===== config.mk =====
export PLATFORM = sky130hd
export DESIGN_NAME = ps2_scancode_rx
export DESIGN_NICKNAME = d
export VERILOG_FILES = /design/src/rtl/ps2_scancode_rx.sv
export SDC_FILE = /design/constraint.sdc
export NUM_CORES = 1
export LEC_CHECK = 0
export ABC_AREA = 1
export BUFFER_PORTS_ARGS = -buffer_cell sky130_fd_sc_hd__buf_2
export CAP_MARGIN = 40
export CORE_MARGIN = 2
export CORE_UTILIZATION = 54
export DETAILED_ROUTE_END_ITERATION = 8
export GPL_TIMING_DRIVEN = 0
export PLACE_DENSITY = 0.75
export SLEW_MARGIN = 20
export SYNTH_ARGS = -nofsm -noshare
export SYNTH_HDL_FRONTEND = slang
export SYNTH_SLANG_ARGS = --single-unit

===== constraint.sdc =====
create_clock -name clock -period 1.4 [get_ports clock]
set_input_delay 0.14 -clock clock [delete_from_list [all_inputs] [get_ports clock]]
set_output_delay 0.14 -clock clock [all_outputs]
set_load 0.01 [all_outputs]

===== src/rtl/ps2_scancode_rx.sv =====
// PS/2 keyboard scancode receiver: synchronises the raw PS/2 lines, deserialises
// 11-bit device-to-host frames and decodes make / break (F0) / extended (E0) codes
// into the press level, done pulse and scancode consumed by the entry FSM.
// Optional build macro: PS2_PARITY_CHECK_EN enables odd-parity checking; without it
// the parity bit is sampled but ignored.
module ps2_scancode_rx #(
   parameter int unsigned TIMEOUT_CYCLES = 50000,
   parameter int unsigned TO_W           = 16,
   parameter logic [7:0]  ENTER_CODE     = 8'h5A
) (
   input  logic       clock,
   input  logic       resetn,
   input  logic       ps2_clk,
   input  logic       ps2_dat,
   output logic       press,
   output logic       done,
   output logic [7:0] scancode,
   output logic       extended,
   output logic       key_valid,
   output logic       frame_err
);

   localparam logic [2:0] S_IDLE   = 3'd0;
   localparam logic [2:0] S_DATA   = 3'd1;
   localparam logic [2:0] S_PARITY = 3'd2;
   localparam logic [2:0] S_STOP   = 3'd3;
   localparam logic [2:0] S_DECODE = 3'd4;

   localparam logic [TO_W-1:0] TO_LIMIT = TO_W'(TIMEOUT_CYCLES);

`ifdef PS2_PARITY_CHECK_EN
   localparam bit PARITY_EN = 1'b1;
`else
   localparam bit PARITY_EN = 1'b0;
`endif

   logic            clk_s1_q, clk_s2_q, clk_prev_q;
   logic            dat_s1_q, dat_s2_q;
   logic            fall;
   logic            par_ok;
   logic [2:0]      state_q, state_d;
   logic [2:0]      bitcnt_q, bitcnt_d;
   logic [7:0]      shift_q, shift_d;
   logic            par_q, par_d;
   logic [TO_W-1:0] to_q, to_d;
   logic            err_d;
   logic            ext_flag_q, brk_flag_q;
   logic            press_q, done_q, extended_q, key_valid_q, frame_err_q;
   logic [7:0]      scancode_q;

   assign fall   = clk_prev_q & ~clk_s2_q;
   // Odd parity over data + parity bit; forced good when checking is compiled out.
   assign par_ok = (^{shift_q, par_q}) | ~PARITY_EN;

   // Two-flop synchronisers for both pad lines plus the edge-detect history flop.
   // They reset to the idle-high bus level so reset release cannot fake a falling edge.
   always_ff @(posedge clock or negedge resetn) begin
      if (!resetn) begin
         clk_s1_q   <= 1'b1;
         clk_s2_q   <= 1'b1;
         clk_prev_q <= 1'b1;
         dat_s1_q   <= 1'b1;
         dat_s2_q   <= 1'b1;
      end else begin
         clk_s1_q   <= ps2_clk;
         clk_s2_q   <= clk_s1_q;
         clk_prev_q <= clk_s2_q;
         dat_s1_q   <= ps2_dat;
         dat_s2_q   <= dat_s1_q;
      end
   end

   // Frame FSM next-state, shift/parity capture and inter-edge timeout.
   always_comb begin
      state_d  = state_q;
      bitcnt_d = bitcnt_q;
      shift_d  = shift_q;
      par_d    = par_q;
      err_d    = 1'b0;
      if ((state_q == S_IDLE) || fall) to_d = '0;
      else                             to_d = to_q + TO_W'(1);
      case (state_q)
         S_IDLE: begin
            if (fall && !dat_s2_q) begin
               state_d  = S_DATA;
               bitcnt_d = 3'd0;
            end
         end
         S_DATA: begin
            if (fall) begin
               shift_d  = {dat_s2_q, shift_q[7:1]};
               bitcnt_d = bitcnt_q + 3'd1;
               if (bitcnt_q == 3'd7) state_d = S_PARITY;
            end
         end
         S_PARITY: begin
            if (fall) begin
               par_d   = dat_s2_q;
               state_d = S_STOP;
            end
         end
         S_STOP: begin
            if (fall) begin
               if (dat_s2_q && par_ok) begin
                  state_d = S_DECODE;
               end else begin
                  err_d   = 1'b1;
                  state_d = S_IDLE;
               end
            end
         end
         S_DECODE: state_d = S_IDLE;
         default:  state_d = S_IDLE;
      endcase
      // A stalled frame is abandoned; the prefix flags live elsewhere and survive.
      if (((state_q == S_DATA) || (state_q == S_PARITY) || (state_q == S_STOP)) &&
          !fall && (to_q >= TO_LIMIT)) begin
         err_d   = 1'b1;
         state_d = S_IDLE;
      end
   end

   // Frame FSM state registers.
   always_ff @(posedge clock or negedge resetn) begin
      if (!resetn) begin
         state_q  <= S_IDLE;
         bitcnt_q <= 3'd0;
         shift_q  <= 8'h00;
         par_q    <= 1'b0;
         to_q     <= '0;
      end else begin
         state_q  <= state_d;
         bitcnt_q <= bitcnt_d;
         shift_q  <= shift_d;
         par_q    <= par_d;
         to_q     <= to_d;
      end
   end

   // Byte decode: prefix tracking, make/break handling and registered output pulses.
   always_ff @(posedge clock or negedge resetn) begin
      if (!resetn) begin
         ext_flag_q  <= 1'b0;
         brk_flag_q  <= 1'b0;
         press_q     <= 1'b0;
         done_q      <= 1'b0;
         scancode_q  <= 8'h00;
         extended_q  <= 1'b0;
         key_valid_q <= 1'b0;
         frame_err_q <= 1'b0;
      end else begin
         done_q      <= 1'b0;
         key_valid_q <= 1'b0;
         frame_err_q <= err_d;
         if (state_q == S_DECODE) begin
            if (shift_q == 8'hE0) begin
               ext_flag_q <= 1'b1;
            end else if (shift_q == 8'hF0) begin
               brk_flag_q <= 1'b1;
            end else begin
               if (!brk_flag_q) begin
                  scancode_q  <= shift_q;
                  extended_q  <= ext_flag_q;
                  press_q     <= 1'b1;
                  key_valid_q <= 1'b1;
                  done_q      <= (shift_q == ENTER_CODE);
               end else if ((shift_q == scancode_q) && (ext_flag_q == extended_q)) begin
                  press_q <= 1'b0;
               end
               ext_flag_q <= 1'b0;
               brk_flag_q <= 1'b0;
            end
         end
      end
   end

   assign press     = press_q;
   assign done      = done_q;
   assign scancode  = scancode_q;
   assign extended  = extended_q;
   assign key_valid = key_valid_q;
   assign frame_err = frame_err_q;

endmodule

== Yosys cells after proc, flatten, opt, wreduce, memory -nomap -nowiden ==
Cells that the tools add are included.

* $add $sub $neg: 2
* Order comparisons: 1
* Eq/ne operators: 19
* Muxes and demuxes: 29
* Bitwise gates (word level): 5
* Reduce and logical (&&, ||, !) cells: 18

{| class="wikitable"
|+ Operators by type and width
! operator !! count
|-
| 3-bit two-way mux || 9
|-
| 1-bit two-way mux || 17
|-
| 16-bit by 1-bit adder with 16-bit output, second input constant || 1
|-
| 8-bit == test, second input constant || 2
|-
| 16-bit greater-or-equal comparator, second input constant || 1
|-
| 16-bit two-way mux || 1
|-
| 3-bit by 2-bit inequality test with 1-bit output, second input constant || 4
|-
| 3-bit case mux with 4 select lines || 1
|-
| 8-bit by 7-bit == test with 1-bit output, second input constant || 1
|-
| 8-bit == test || 1
|-
| 4-bit AND reduction || 2
|-
| 3-bit by 2-bit == test with 1-bit output, second input constant || 2
|-
| 3-bit == test, second input constant || 2
|-
| 3-bit case mux with 2 select lines || 1
|-
| 2-bit AND reduction || 3
|-
| 5-bit AND reduction || 1
|-
| 1-bit logical AND || 4
|-
| 2-bit by 1-bit inequality test with 1-bit output, second input constant || 2
|-
| 2-bit inequality test, second input constant || 2
|-
| 1-bit inverter || 4
|-
| 3-bit by 1-bit adder with 3-bit output, second input constant || 1
|-
| 3-bit by 1-bit == test with 1-bit output, second input constant || 1
|-
| 3-bit logical NOT || 1
|-
| 1-bit logical OR || 3
|-
| other kinds (6) || 7
|}

* Bits in registers: 50
* Output and inout bits: 13
* Logic and storage cells: 91

== Logic depth before layout (Yosys ltp) ==
Gate-level depths: netlist (run 1).

* Depth after elaboration: 7
* Depth in mapped cells: 10
* Depth with buffers taken out: 10

== Worst setup path before layout (run 1) ==
OpenSTA, ideal clock, no wires.

* Kind: flip-flop to flip-flop
* Start: register to_q[0]
* End: register to_q[12]
* Library setup time: 0.120 ns
* Data arrival time: 1.251 ns
* Required time: 1.280 ns
* Path slack: 0.029 ns
* Cell stages (with the launch flop): 9
* Path through: dfrtp_1 > ha_1 > nand3_1 > nor2_1 > nand2_1 > nor2_1 > nand2_1 > o21ai_0 > nor2_1

* Longest elaborated chain between the ends: 2

{| class="wikitable"
|+ Ends and longest elaborated chain
! what !! RTL line !! source
|-
| from (decl) || 45 || <nowiki>logic [TO_W-1:0] to_q, to_d;</nowiki>
|-
| from (signal assigned) || 136 || <nowiki>to_q <= to_d;</nowiki>
|-
| 16-bit by 1-bit adder with 16-bit output || 81 || <nowiki>else to_d = to_q + TO_W'(1);</nowiki>
|-
| 16-bit two-way mux || 80 || <nowiki>if ((state_q == S_IDLE) || fall) to_d = '0;</nowiki>
|-
| via to_d[12] || 45 ||
|}

The timed path passes the listed nets, and every way through them passes these cells.
A chain may end at the register's enable or synchronous reset.

== Final worst setup path (run 1) ==
* Start: register state_q[2]
* End: register scancode_q[0] (netlist: scancode[0])

* Longest elaborated chain between the ends: 2

{| class="wikitable"
|+ Ends and longest elaborated chain
! what !! RTL line !! source
|-
| from (decl) || 41 || <nowiki>logic [2:0] state_q, state_d;</nowiki>
|-
| from (signal assigned) || 132 || <nowiki>state_q <= state_d;</nowiki>
|-
| 3-bit == test || 155 || <nowiki>if (state_q == S_DECODE) begin</nowiki>
|-
| 4-bit AND reduction (no line) || n/a ||
|-
| to (signal assigned) || 162 || <nowiki>scancode_q <= shift_q;</nowiki>
|-
| to (decl) || 49 || <nowiki>logic [7:0] scancode_q;</nowiki>
|}

No other way between the ends.

==> qor.yml, run 1 <==
run_status:
  outcome: "finished with violations"
  failed_checks: "setup timing"
power:
  p_clk_share_pct: 24.5
  power.ir.vdd_worst_mv: 1.11
  pwr-share-seq_pct: 38.5
  total_leakage_power_nw: 1.59
  combPwrFrac_pct: 37.0
  netsw_w: 0.00181
  sw_ratio_pct: 35.5
  cellInternalPower_w: 0.00328
  power_per_cell_area_nw_per_um2: 1550
critical_path:
  start_kind: "register"
  chain_of_cells_forming_the_critical_path: "inv_4 -> nor2_4 -> nand2_2 -> nor2_4 -> nand2_4 -> clkbuf_16 -> o21ai_2"
  timing.critical_path.to_type: "register"
  worst_ep_arrival_time_ns: 1.72
  critPathSlowestCell: "dfrtp_2"
  cp_data_required_time_ns: 1.63
  max_stage_delay_on_crit_path_ns: 0.48
  timing.setup.critical_path_class: "reg -> reg"
  critPathMostFrequentCell: "nor2_4"
  largest_fanout_on_the_critical_path: 7
logic_synthesis:
  netlist_area_um2: 2430
  yosysWarnings: 0
  number_of_enable_flip_flop_cells_after_synthesis: 0
  synthSimpleGateAreaFrac_pct: 26.7
  synth_seq_area_share_pct: 51.8
  postSynthRegisterBits: 50
  fraction_of_synthesized_cell_area_in_xor_and_xnor_cells_pct: 2.16
  yosysTopAreaCell: "dfrtp_1"
  synth.lib_cells_used.distinct: 27
  synth_area_per_cell_um2: 8.29
  post_synth_fa_ha_maj_area_fraction_pct: 2.06
  synthesis.nets: 301
  synth_mux_area_share_pct: 0
  synth_top_flop_cell: "dfrtp_1"
  synthCells: 293
  synthDominantCellAreaShare_pct: 46.3
  synth_top_family_by_area: "simple AND/OR/NAND/NOR gates"
  synth_compound_area_share_pct: 9.68
  postSynth.asyncResetShare_pct: 100
  synth.top_cells.by_area: "dfrtp_1, nand2_1, inv_1"
floorplanning:
  chipWidth_um: 71.1
  floorplan.die_area_um2: 5050
  floorplan.io_pins: 17
  floorplan.core_area_um2: 4350
  die_height_um: 71.1
  floorplan.initialDensity_pct: 55.8
  num_rows: 24
routing:
  drtAntennaViolNets: 0
  detail_route.wl_per_cell_um: 14.8
  wl_um: 6000
  viasPerCell: 5.24
  vias: 2128
  first_drt_pass_iteration_count: 4
  drcViolationCount: 0
  detailedRoute.firstIterationViolations: 208
finish:
  fillCellCount: 285
  number_of_standard_cells_in_the_final_layout_excluding_fillers: 406
  antenna_cells: 0
  drive_gt1_share_pct: 37.0
  syn_to_final_growth_pct: 35.0
  final_net_count: 361
place:
  finalWeightedCongestion: 0.848
  port_buffers: 16
  pre_cts_ws_ns: -0.215
  place.detailed.hpwl_um: 3170
  place_inst: 363
cts:
  cts_htree_levels: 2
  cts_tree: "yes"
  clock_latency_ns: 0.31
  clkSinkCount: 50
  clockRootBuffer: "clkbuf_8"
  max-clock-path-buffers: 2
  cts.reportedPaths.clkPinSlew_ns: 0.10
  tritoncts.num_buffers: 5
hold_path:
  hold_path_class: "in -> async"
timing:
  max_slew_margin_pct: 70.7
  hold_violations: 0
  worst_slack_ns: -0.0813
  clock_skew_ns: 0.0113
  setup_viol: 10
  final.period_utilization_pct: 106
  final_max_slew_viol_count: 0
  rsz0062_at_grt: "true"
  final_period_minus_worst_setup_slack_ns: 1.48
  worst-slew-pin-transition_ns: 0.440
  fmax_mhz: 675
global_routing:
  number_of_antenna_violations_at_the_first_check_in_global_routing: 0
  grt_pass1_vias: 1890
  globalRoute.totalOverflow: 0
  wire_length_of_the_first_global_routing_pass_um: 8280
  grt_start_max_net_pins: 20
  overall_global_routing_resource_usage_pct: 20.7
flow_run:
  max_cap_violations: 0
==> cell type report <==
class | count | area (µm²) | area share, %
Clock buffer | 6 | 82.6 | 2.52
Tap cell | 52 | 65.1 | 1.98
Sequential cell | 50 | 1260 | 38.4
Clock inverter | 2 | 60.1 | 1.83
Inverter | 43 | 166 | 5.07
Timing Repair Buffer | 53 | 442 | 13.5
Multi-Input combinational cell | 198 | 1170 | 35.7
Buffer | 2 | 31.3 | 0.954
==> worst max-delay path: cells and delay by family (launching register included) <==
| family | cells | cell delay [ns] |
|---|---|---|
| buf+inv | 2 | 0.29 |
| flops | 1 | 0.48 |
| compound gates | 1 | 0.14 |
| simple gates | 4 | 0.48 |
==> synthesized netlist by cell type (2+ instances only) <==
| master | instances |
|---|---|
| o21ai_1 | 3 |
| nand2_2 | 3 |
| nor4_1 | 2 |
| inv_2 | 5 |
| ha_1 | 4 |
| dfstp_2 | 5 |
| nor2_2 | 4 |
| o21ai_2 | 8 |
| xnor2_1 | 2 |
| inv_1 | 38 |
| nor2_4 | 2 |
| a21oi_1 | 11 |
| nor2_1 | 31 |
| nand2_1 | 74 |
| nand3_1 | 19 |
| o21ai_0 | 19 |
| xor2_1 | 4 |
| nand4_1 | 3 |
| nor3_1 | 4 |
| dfrtp_1 | 45 |
==> state kept, by name (all words and copies together), names as in the netlist <==
signal      flops
bitcnt_q        3
dat_s2_q        1
extended        1
clk_s2_q        1
state_q         3
done            1
scancode        8
clk_prev_q      1
to_q           16
frame_err       1
dat_s1_q        1
brk_flag_q      1
clk_s1_q        1
ext_flag_q      1
shift_q         8
key_valid       1
press           1
==> routing by layer <==
layer	wire length, µm	track usage, %	up-vias
met3	217	4.84	11
met1	2450	27.5	1011
met4	91	5.66	0
met5	0	0	-
li1	-	-	1043
met2	3240	34.2	63
==> timing repair <==
item                                   CTS  global route
endpoints found under the hold margin   13             0
setup endpoints to repair               37            42
pin swaps                                3            21
gates cloned                             1             1
setup buffers                           13            18
gates resized for setup                 16            50
hold buffers                             3             0
==> through the flow <==
stage,instance area [µm²],TNS (ns),total power [W],utilization (%),hold WS (ns)
floorplan,2430,0,0.00283,-,-0.156
detailed placement,2630,-2.93,0.00317,60.4,0.0999
finish,3280,-0.342,0.00509,75.3,0.294
global placement,2570,-2.45,0.00311,59.1,0.245
CTS,2940,-0.0365,0.00458,67.6,0.300
global route,3280,-1.90,0.00539,75.3,0.341
==> logic make-up (layout without fill, tap and decap cells) <==
group                      after synthesis  after routing
buffers and inverters                   46            106
and+or+nand+nor                        146            147
adders and majority gates                4              4
DFF                                     50             50
xor gates and xnor gates                 6              6
AOI/OAI and AO/OA                       41             41
==> cell usage in the layout, fill, tap and decap left out, drive strengths merged <==
| cell type | n |
|---|---|
| nor2 | 37 |
| nor3 | 5 |
| o21ai | 30 |
| nand3 | 19 |
| nand4 | 3 |
| xnor2 | 2 |
| inv | 43 |
| a21oi | 11 |
| ha | 4 |
| buf | 51 |
| xor2 | 4 |
| nand3b | 1 |
| dfstp | 5 |
| and3 | 1 |
| dfrtp | 45 |
| clkbuf | 7 |
| bufinv | 2 |
| dlygate4sd3 | 3 |
| nor4 | 2 |
| nand2 | 79 |
==> power by group through the flow <==
| stage | logic, W | registers, W | clock network, W |
|---|---|---|---|
| after global placement | 0.00116 | 0.00195 | 0 |
| after detailed placement | 0.00121 | 0.00196 | 0 |
| after floorplan | 0.000899 | 0.00193 | 0 |
| after global routing | 0.00209 | 0.00198 | 0.00132 |
| after CTS | 0.00140 | 0.00192 | 0.00127 |
| final | 0.00188 | 0.00196 | 0.00125 |
==> worst paths after layout <==
kind / startpoint / end / slack [ns] / cells past startpoint
setup / recovery: state_q[2] / scancode[0] / -0.08 / 7
hold / removal: resetn / key_valid / 0.29 / 2
setup reg to reg: state_q[2] / scancode[0] / -0.08 / 7
hold reg to reg: clk_s1_q / clk_s2_q / 0.36 / 0
max in group asynchronous: resetn / to_q[2] / 0.47 / 4
min in group clock: clk_s1_q / clk_s2_q / 0.36 / 0
Power figures use the tool's default switching activity.
==> run 2: changes to the inputs <==
--- a/config.mk
+++ b/config.mk
@@ -10,9 +10,11 @@
 export CAP_MARGIN = 40
 export CORE_MARGIN = 2
 export CORE_UTILIZATION = 54
+export CTS_CLUSTER_DIAMETER = 40
 export DETAILED_ROUTE_END_ITERATION = 8
 export GPL_TIMING_DRIVEN = 0
 export PLACE_DENSITY = 0.75
+export REMOVE_ABC_BUFFERS = 1
 export SLEW_MARGIN = 20
 export SYNTH_ARGS = -nofsm -noshare
 export SYNTH_HDL_FRONTEND = slang
==> run 2 against run 1 <==
The run still ends with setup timing left. Count of clock-buffer cells in the layout down 1. Sequential share of layout area up 0.76 points. Core utilization down 1.6 points. Sequential cell count unchanged. Clock skew down 0.0011 ns. Clock power down 20%. First-iteration DRC count down 44%. Total power down 5.1%. Fmax down 0.31%. Register-to-register slack about the same. Global-route usage up 1.2 points. Critical path type unchanged. Critical endpoint is now state_q[0]. Largest power group unchanged. Highest routed layer unchanged.
==> qor.yml, run 2 (synthesized netlist as in run 1, its figures left out) <==
hold_path:
  hold_path_class: "in -> async"
finish:
  mostFrequentLayoutCells: "nand2_1, dfrtp_1, inv_1"
  final_net_count: 358  # -0.83%
  final_core_utilization_pct: 73.7  # -1.6 points
  register_with_the_most_flip_flops: "to_q"
  fillCellCount: 295  # +3.5%
  register_area_um2: 1260  # -0.20%
  mostFrequentLayoutCell: "nand2_1"
  largest_register_ff_count: 16  # unchanged
  multi_input_comb_area_um2: 1240  # +5.9%
  syn_to_final_growth_pct: 32.1
  drive_gt1_share_pct: 35.9  # -1.1 points
  final_design_instance_area_without_fill_um2: 3210  # -2.1%
  antenna_cells: 0  # unchanged
timing:
  setup_viol: 15  # +5
  final_max_slew_viol_count: 0  # unchanged
  clock_skew_ns: 0.0101  # -0.00113 ns
  worst-slew-pin-transition_ns: 0.514  # +0.0738 ns
  final.period_utilization_pct: 106  # +0.33 points
  tns_setup_ns: -0.847  # -0.505 ns
  final_period_minus_worst_setup_slack_ns: 1.49  # +0.00455 ns
  max_slew_margin_pct: 65.7  # -5.0 points
  worst_slack_ns: -0.0858  # -0.00455 ns
  rsz0062_at_grt: "true"
  fmax_mhz: 673  # -0.31%
  hold_violations: 0  # unchanged
  hold-worst-slack_ns: 0.313  # +0.0188 ns
routing:
  first_drt_pass_iteration_count: 5  # +1
  vias: 2208  # +3.8%
  wl_um: 5610  # -6.5%
  drtAntennaViolNets: 0  # unchanged
  detailedRoute.firstIterationViolations: 116  # -44%
  detail_route.wl_per_cell_um: 13.9  # -5.8%
  viasPerCell: 5.48  # +4.5%
  drcViolationCount: 0  # unchanged
global_routing:
  number_of_antenna_violations_at_the_first_check_in_global_routing: 0  # unchanged
  wire_length_of_the_first_global_routing_pass_um: 8670  # +4.7%
  grt_pass1_vias: 1990  # +5.3%
  globalRoute.totalOverflow: 0  # unchanged
  grt_start_max_net_pins: 32  # +60%
  overall_global_routing_resource_usage_pct: 21.9  # +1.2 points
run_status:
  failed_checks: "setup timing"
  outcome: "finished with violations"
critical_path:
  cp_data_required_time_ns: 1.64  # about the same
  reg2reg_depth: 9  # +2
  timing.setup.critical_path_class: "reg -> reg"
  crit-reg2reg-capture: "state_q[0]"
  chain_of_cells_forming_the_critical_path: "nor2_2 -> inv_2 -> buf_4 -> buf_4 -> buf_4 -> buf_4 -> nand3_4 -> nand3_1 -> nand2_1"
  critPathMostFrequentCell: "buf_4"
  worst_ep_arrival_time_ns: 1.73  # about the same
  timing.critical_path.to_type: "register"
  largest_fanout_on_the_critical_path: 3  # -4
  start_kind: "register"
  worst_r2r_startpoint: "state_q[0]"
  max_stage_delay_on_crit_path_ns: 0.41  # -0.07 ns
  critPathSlowestCell: "dfrtp_1"
  r2r_setup_slack_ns: -0.09  # about the same
place:
  post_dp_cell_area_um2: 2570  # -2.3%
  port_buffers: 16  # unchanged
  finalWeightedCongestion: 0.785  # -7.5%
  place.detailed.hpwl_um: 3150  # -0.48%
cts:
  cts_tree: "yes"
  cts.reportedPaths.clkPinSlew_ns: 0.09  # about the same
  cts_htree_levels: 2  # unchanged
  max-clock-path-buffers: 2  # unchanged
  clock_latency_ns: 0.31  # about the same
  clockRootBuffer: "clkbuf_8"
  tritoncts.num_buffers: 5  # unchanged
  clkSinkCount: 50  # unchanged
flow_run:
  max_cap_violations: 0  # unchanged
power:
  power.ir.vdd_worst_mv: 0.756  # -32%
  total_leakage_power_nw: 1.56  # -1.8%
  power_per_cell_area_nw_per_um2: 1500  # -3.0%
floorplanning:
  chipWidth_um: 71.1  # unchanged
  floorplan.initialDensity_pct: 55.8  # unchanged
  floorplan.core_area_um2: 4350  # unchanged
  die_height_um: 71.1  # unchanged
  num_rows: 24  # unchanged
  floorplan.io_pins: 17  # unchanged
  floorplan.die_area_um2: 5050  # unchanged
==> run 2: cell types whose count changed in the layout (fill, tap and decap cells not counted), moves of 3 or more <==
cell	before	now
nand2_8	0	3
o21ai_1	3	6
nor2_1	26	23
a21oi_2	4	1
o21ai_0	16	13
==> run 2: timing repair <==
action	4_1_cts	5_1_grt
setup endpoints to repair	41	43
buffers inserted	19	11
endpoints found under the hold margin	21	0
hold buffers	3	0
pin swaps	3	18
cloned	2	1
gates resized for setup	25	44
==> run 2: layout make-up <==
cell class | instances | share of cell area [%]
Clock buffer | 5 | 2.14
Inverter | 43 | 5.19
Tap cell | 52 | 2.03
Sequential cell | 50 | 39.2
Clock inverter | 3 | 1.25
Timing Repair Buffer | 50 | 11.5
Multi-Input combinational cell | 200 | 38.7
==> run 2: through the flow <==
step	worst slack (ns)	power (W)	std cells
finish	-0.0858	0.00483	403
global route	-0.163	0.00512	403
CTS	-0.0620	0.00446	391
detailed placement	-0.393	0.00314	359
global placement	-0.408	0.00309	358
floorplan	-0.0151	0.00281	290
==> run 2: worst max path at each step <==
stage | startpoint | to | slack (ns)
2_1_floorplan | clk_s2_q | to_q[8] | -0.02
3_3_place_gp | clk_s2_q | to_q[6] | -0.41
3_5_place_dp | clk_s2_q | to_q[6] | -0.39
4_1_cts | clk_s2_q | to_q[6] | -0.06
5_1_grt | state_q[0] | done | -0.16
6_report | state_q[0] | state_q[0] | -0.09
==> run 2: report_power, final <==
group          switching [W]  leakage (nW)  total (W)  internal, W
Clock               0.000477        0.0579    0.00100     0.000526
Sequential          0.000256         0.668    0.00195      0.00169
Combinational        0.00109         0.831    0.00188     0.000786
==> run 2: worst max-delay path: cells and delay by family, from the launching register on <==
kind / cells / cell delay [ns]
and+or+nand+nor: 4 / 0.41
DFF: 1 / 0.41
buffers and inverters: 5 / 0.60
==> run 2: metal layers <==
metal	part of all wire (%)	track usage (%)	vias to the layer above
met3	4.2	4.70	23
met1	41	27.1	1061
met5	0	0	-
met2	51	37.8	75
met4	3.4	7.97	0
li1	-	-	1049
==> run 3: changes to the inputs <==
==> constraint.sdc (replaced) <==
create_clock -name clock -period 1.3 [get_ports clock]
set_input_delay 0.13 -clock clock [delete_from_list [all_inputs] [get_ports clock]]
set_output_delay 0.13 -clock clock [all_outputs]
set_load 0.01 [all_outputs]
==> run 3 against run 2 <==
The run still ends with setup timing left. Worst setup slack worse by 0.18 ns. Non-clock buffer count is 13 higher. Final cell count is 3.7% higher. Sequential cell count stayed put. Worst hold slack worse by 0.029 ns. Global-route usage is 1.4 points higher. Critical endpoint is now to_q[13]. Highest routed layer unchanged.
==> qor.yml, run 3 (synthesized netlist as in run 1, its figures left out) <==
timing:
  setup_viol: 35  # +20
  rsz0062_at_grt: "true"
  max_slew_margin_pct: 65.1  # -0.61 points
  final_period_minus_worst_setup_slack_ns: 1.56  # +0.0791 ns
  hold_violations: 0  # unchanged
  final.period_utilization_pct: 120  # +14 points
  final_max_slew_viol_count: 0  # unchanged
  worst_slack_ns: -0.265  # -0.179 ns
  fmax_mhz: 639  # -5.1%
  worst-slew-pin-transition_ns: 0.523  # +0.00919 ns
  clock_skew_ns: 0.0151  # +0.00494 ns
finish:
  drive_gt1_share_pct: 44.5  # +8.6 points
  register_area_um2: 1260  # +0.20%
  fillCellCount: 243  # -18%
  mostFrequentLayoutCell: "nand2_1"
  final_core_utilization_pct: 79.7  # +5.9 points
  register_with_the_most_flip_flops: "to_q"
  number_of_standard_cells_in_the_final_layout_excluding_fillers: 418  # +3.7%
  syn_to_final_growth_pct: 42.7
  antenna_cells: 0  # unchanged
  final_net_count: 373  # +4.2%
  largest_register_ff_count: 16  # unchanged
  mostFrequentLayoutCells: "nand2_1, dfrtp_1, buf_4"
  multi_input_comb_area_um2: 1360  # +9.5%
floorplanning:
  chipWidth_um: 71.1  # unchanged
  floorplan.core_area_um2: 4350  # unchanged
  floorplan.io_pins: 17  # unchanged
  die_height_um: 71.1  # unchanged
  floorplan.die_area_um2: 5050  # unchanged
  num_rows: 24  # unchanged
  floorplan.initialDensity_pct: 55.8  # unchanged
critical_path:
  worst_r2r_startpoint: "to_q[0]"
  timing.critical_path.to_type: "register"
  timing.setup.critical_path_class: "reg -> reg"
  r2r_setup_slack_ns: -0.26  # -0.18 ns
  largest_fanout_on_the_critical_path: 4  # +1
  reg2reg_depth: 9  # unchanged
  start_kind: "register"
  crit-reg2reg-capture: "to_q[13]"
  worst_ep_arrival_time_ns: 1.80  # +0.07 ns
  cp_data_required_time_ns: 1.54  # -0.10 ns
routing:
  viasPerCell: 5.57  # +1.7%
  drcViolationCount: 0  # unchanged
  first_drt_pass_iteration_count: 4  # -1
  detailedRoute.firstIterationViolations: 156  # +34%
  vias: 2330  # +5.5%
  wl_um: 6970  # +24%
  detail_route.wl_per_cell_um: 16.7  # +20%
  drtAntennaViolNets: 0  # unchanged
global_routing:
  overall_global_routing_resource_usage_pct: 23.3  # +1.4 points
  globalRoute.totalOverflow: 0  # unchanged
  grt_pass1_vias: 2064  # +3.7%
  number_of_antenna_violations_at_the_first_check_in_global_routing: 0  # unchanged
  wire_length_of_the_first_global_routing_pass_um: 9180  # +5.8%
  grt_start_max_net_pins: 32  # unchanged
cts:
  clkSinkCount: 50  # unchanged
  max-clock-path-buffers: 2  # unchanged
  cts_tree: "yes"
  clock_latency_ns: 0.32  # about the same
  cts.reportedPaths.clkPinSlew_ns: 0.10  # about the same
  cts_htree_levels: 2  # unchanged
  clockRootBuffer: "clkbuf_8"
  tritoncts.num_buffers: 5  # unchanged
place:
  port_buffers: 16  # unchanged
  place_inst: 359  # unchanged
  finalWeightedCongestion: 0.785  # unchanged
  place.detailed.hpwl_um: 3150  # unchanged
run_status:
  failed_checks: "setup timing"
  outcome: "finished with violations"
power:
  power.ir.vdd_worst_mv: 0.876  # +16%
  total_leakage_power_nw: 1.65  # +5.8%
  power_per_cell_area_nw_per_um2: 1660  # +10%
flow_run:
  max_cap_violations: 0  # unchanged
hold_path:
  hold_path_class: "in -> async"
-- run 3: cell count changes in the layout (fill, tap and decap cells not counted), moves of 2 or more --
cell and delta:
dfrtp_2 +2, buf_6 +7, nand2_2 +6, inv_2 -2
o21ai_2 +8, o21ai_0 -9, nand2_1 -7, clkinv_4 +2
buf_4 +6, dfrtp_1 -2
-- run 3: area by class of cell --
type / instances / area share, %
multi-input cells: 202 / 39.2
inverters: 43 / 5.23
clock inverters: 3 / 1.15
well taps: 52 / 1.88
flip-flops and latches: 50 / 36.3
repair buffers: 63 / 14.2
clock buffers: 5 / 1.98
-- run 3: worst max-delay path by stage --
stage | end | from | slack, ns
after floorplan | to_q[8] | clk_s2_q | -0.12
after global placement | to_q[6] | clk_s2_q | -0.51
after detailed placement | to_q[6] | clk_s2_q | -0.49
after CTS | to_q[12] | to_q[0] | -0.14
after global routing | to_q[13] | to_q[0] | -0.31
final | to_q[13] | to_q[0] | -0.26
-- run 3: routing by layer --
layer	part of all wire, %	global-route usage [%]
met1	39	29.3
met2	54	39.0
met3	4.6	4.84
met4	2.8	10.3
met5	0	0
-- run 3: power by group --
part	internal [W]	switching (W)	leakage, nW
clock network	0.000567	0.000533	0.0579
registers	0.00182	0.000300	0.665
logic	0.00110	0.00142	0.925
total	0.00349	0.00226	1.65
-- run 3: through the flow --
step	total power, W	setup WS, ns	hold slack, ns	setup TNS, ns	instance area (µm²)
floorplan	0.00303	-0.115	-0.166	-0.892	2400
global placement	0.00333	-0.508	0.234	-9.64	2550
detailed placement	0.00339	-0.493	0.113	-10.26	2570
CTS	0.00495	-0.140	0.310	-2.02	3070
global route	0.00607	-0.314	0.344	-6.10	3470
finish	0.00575	-0.265	0.284	-3.54	3470
-- run 3: timing repair --
action | in CTS | in global routing
hold endpoints to repair | 21 | 0
gates cloned | 2 | 3
setup buffers | 24 | 21
resized for setup | 47 | 73
pin swaps | 17 | 21
hold buffers | 3 | 0
setup endpoints to repair | 42 | 45
-- run 3: worst max-delay path, stage by stage (launching register included) --
cell,delay [ns]
dfrtp_1,0.45
buf_4,0.15
nand3_2,0.10
nor2_4,0.17
nand3_4,0.13
inv_4,0.09
nand2_1,0.08
nor2_1,0.12
nor2_1,0.07
nor2_1,0.13
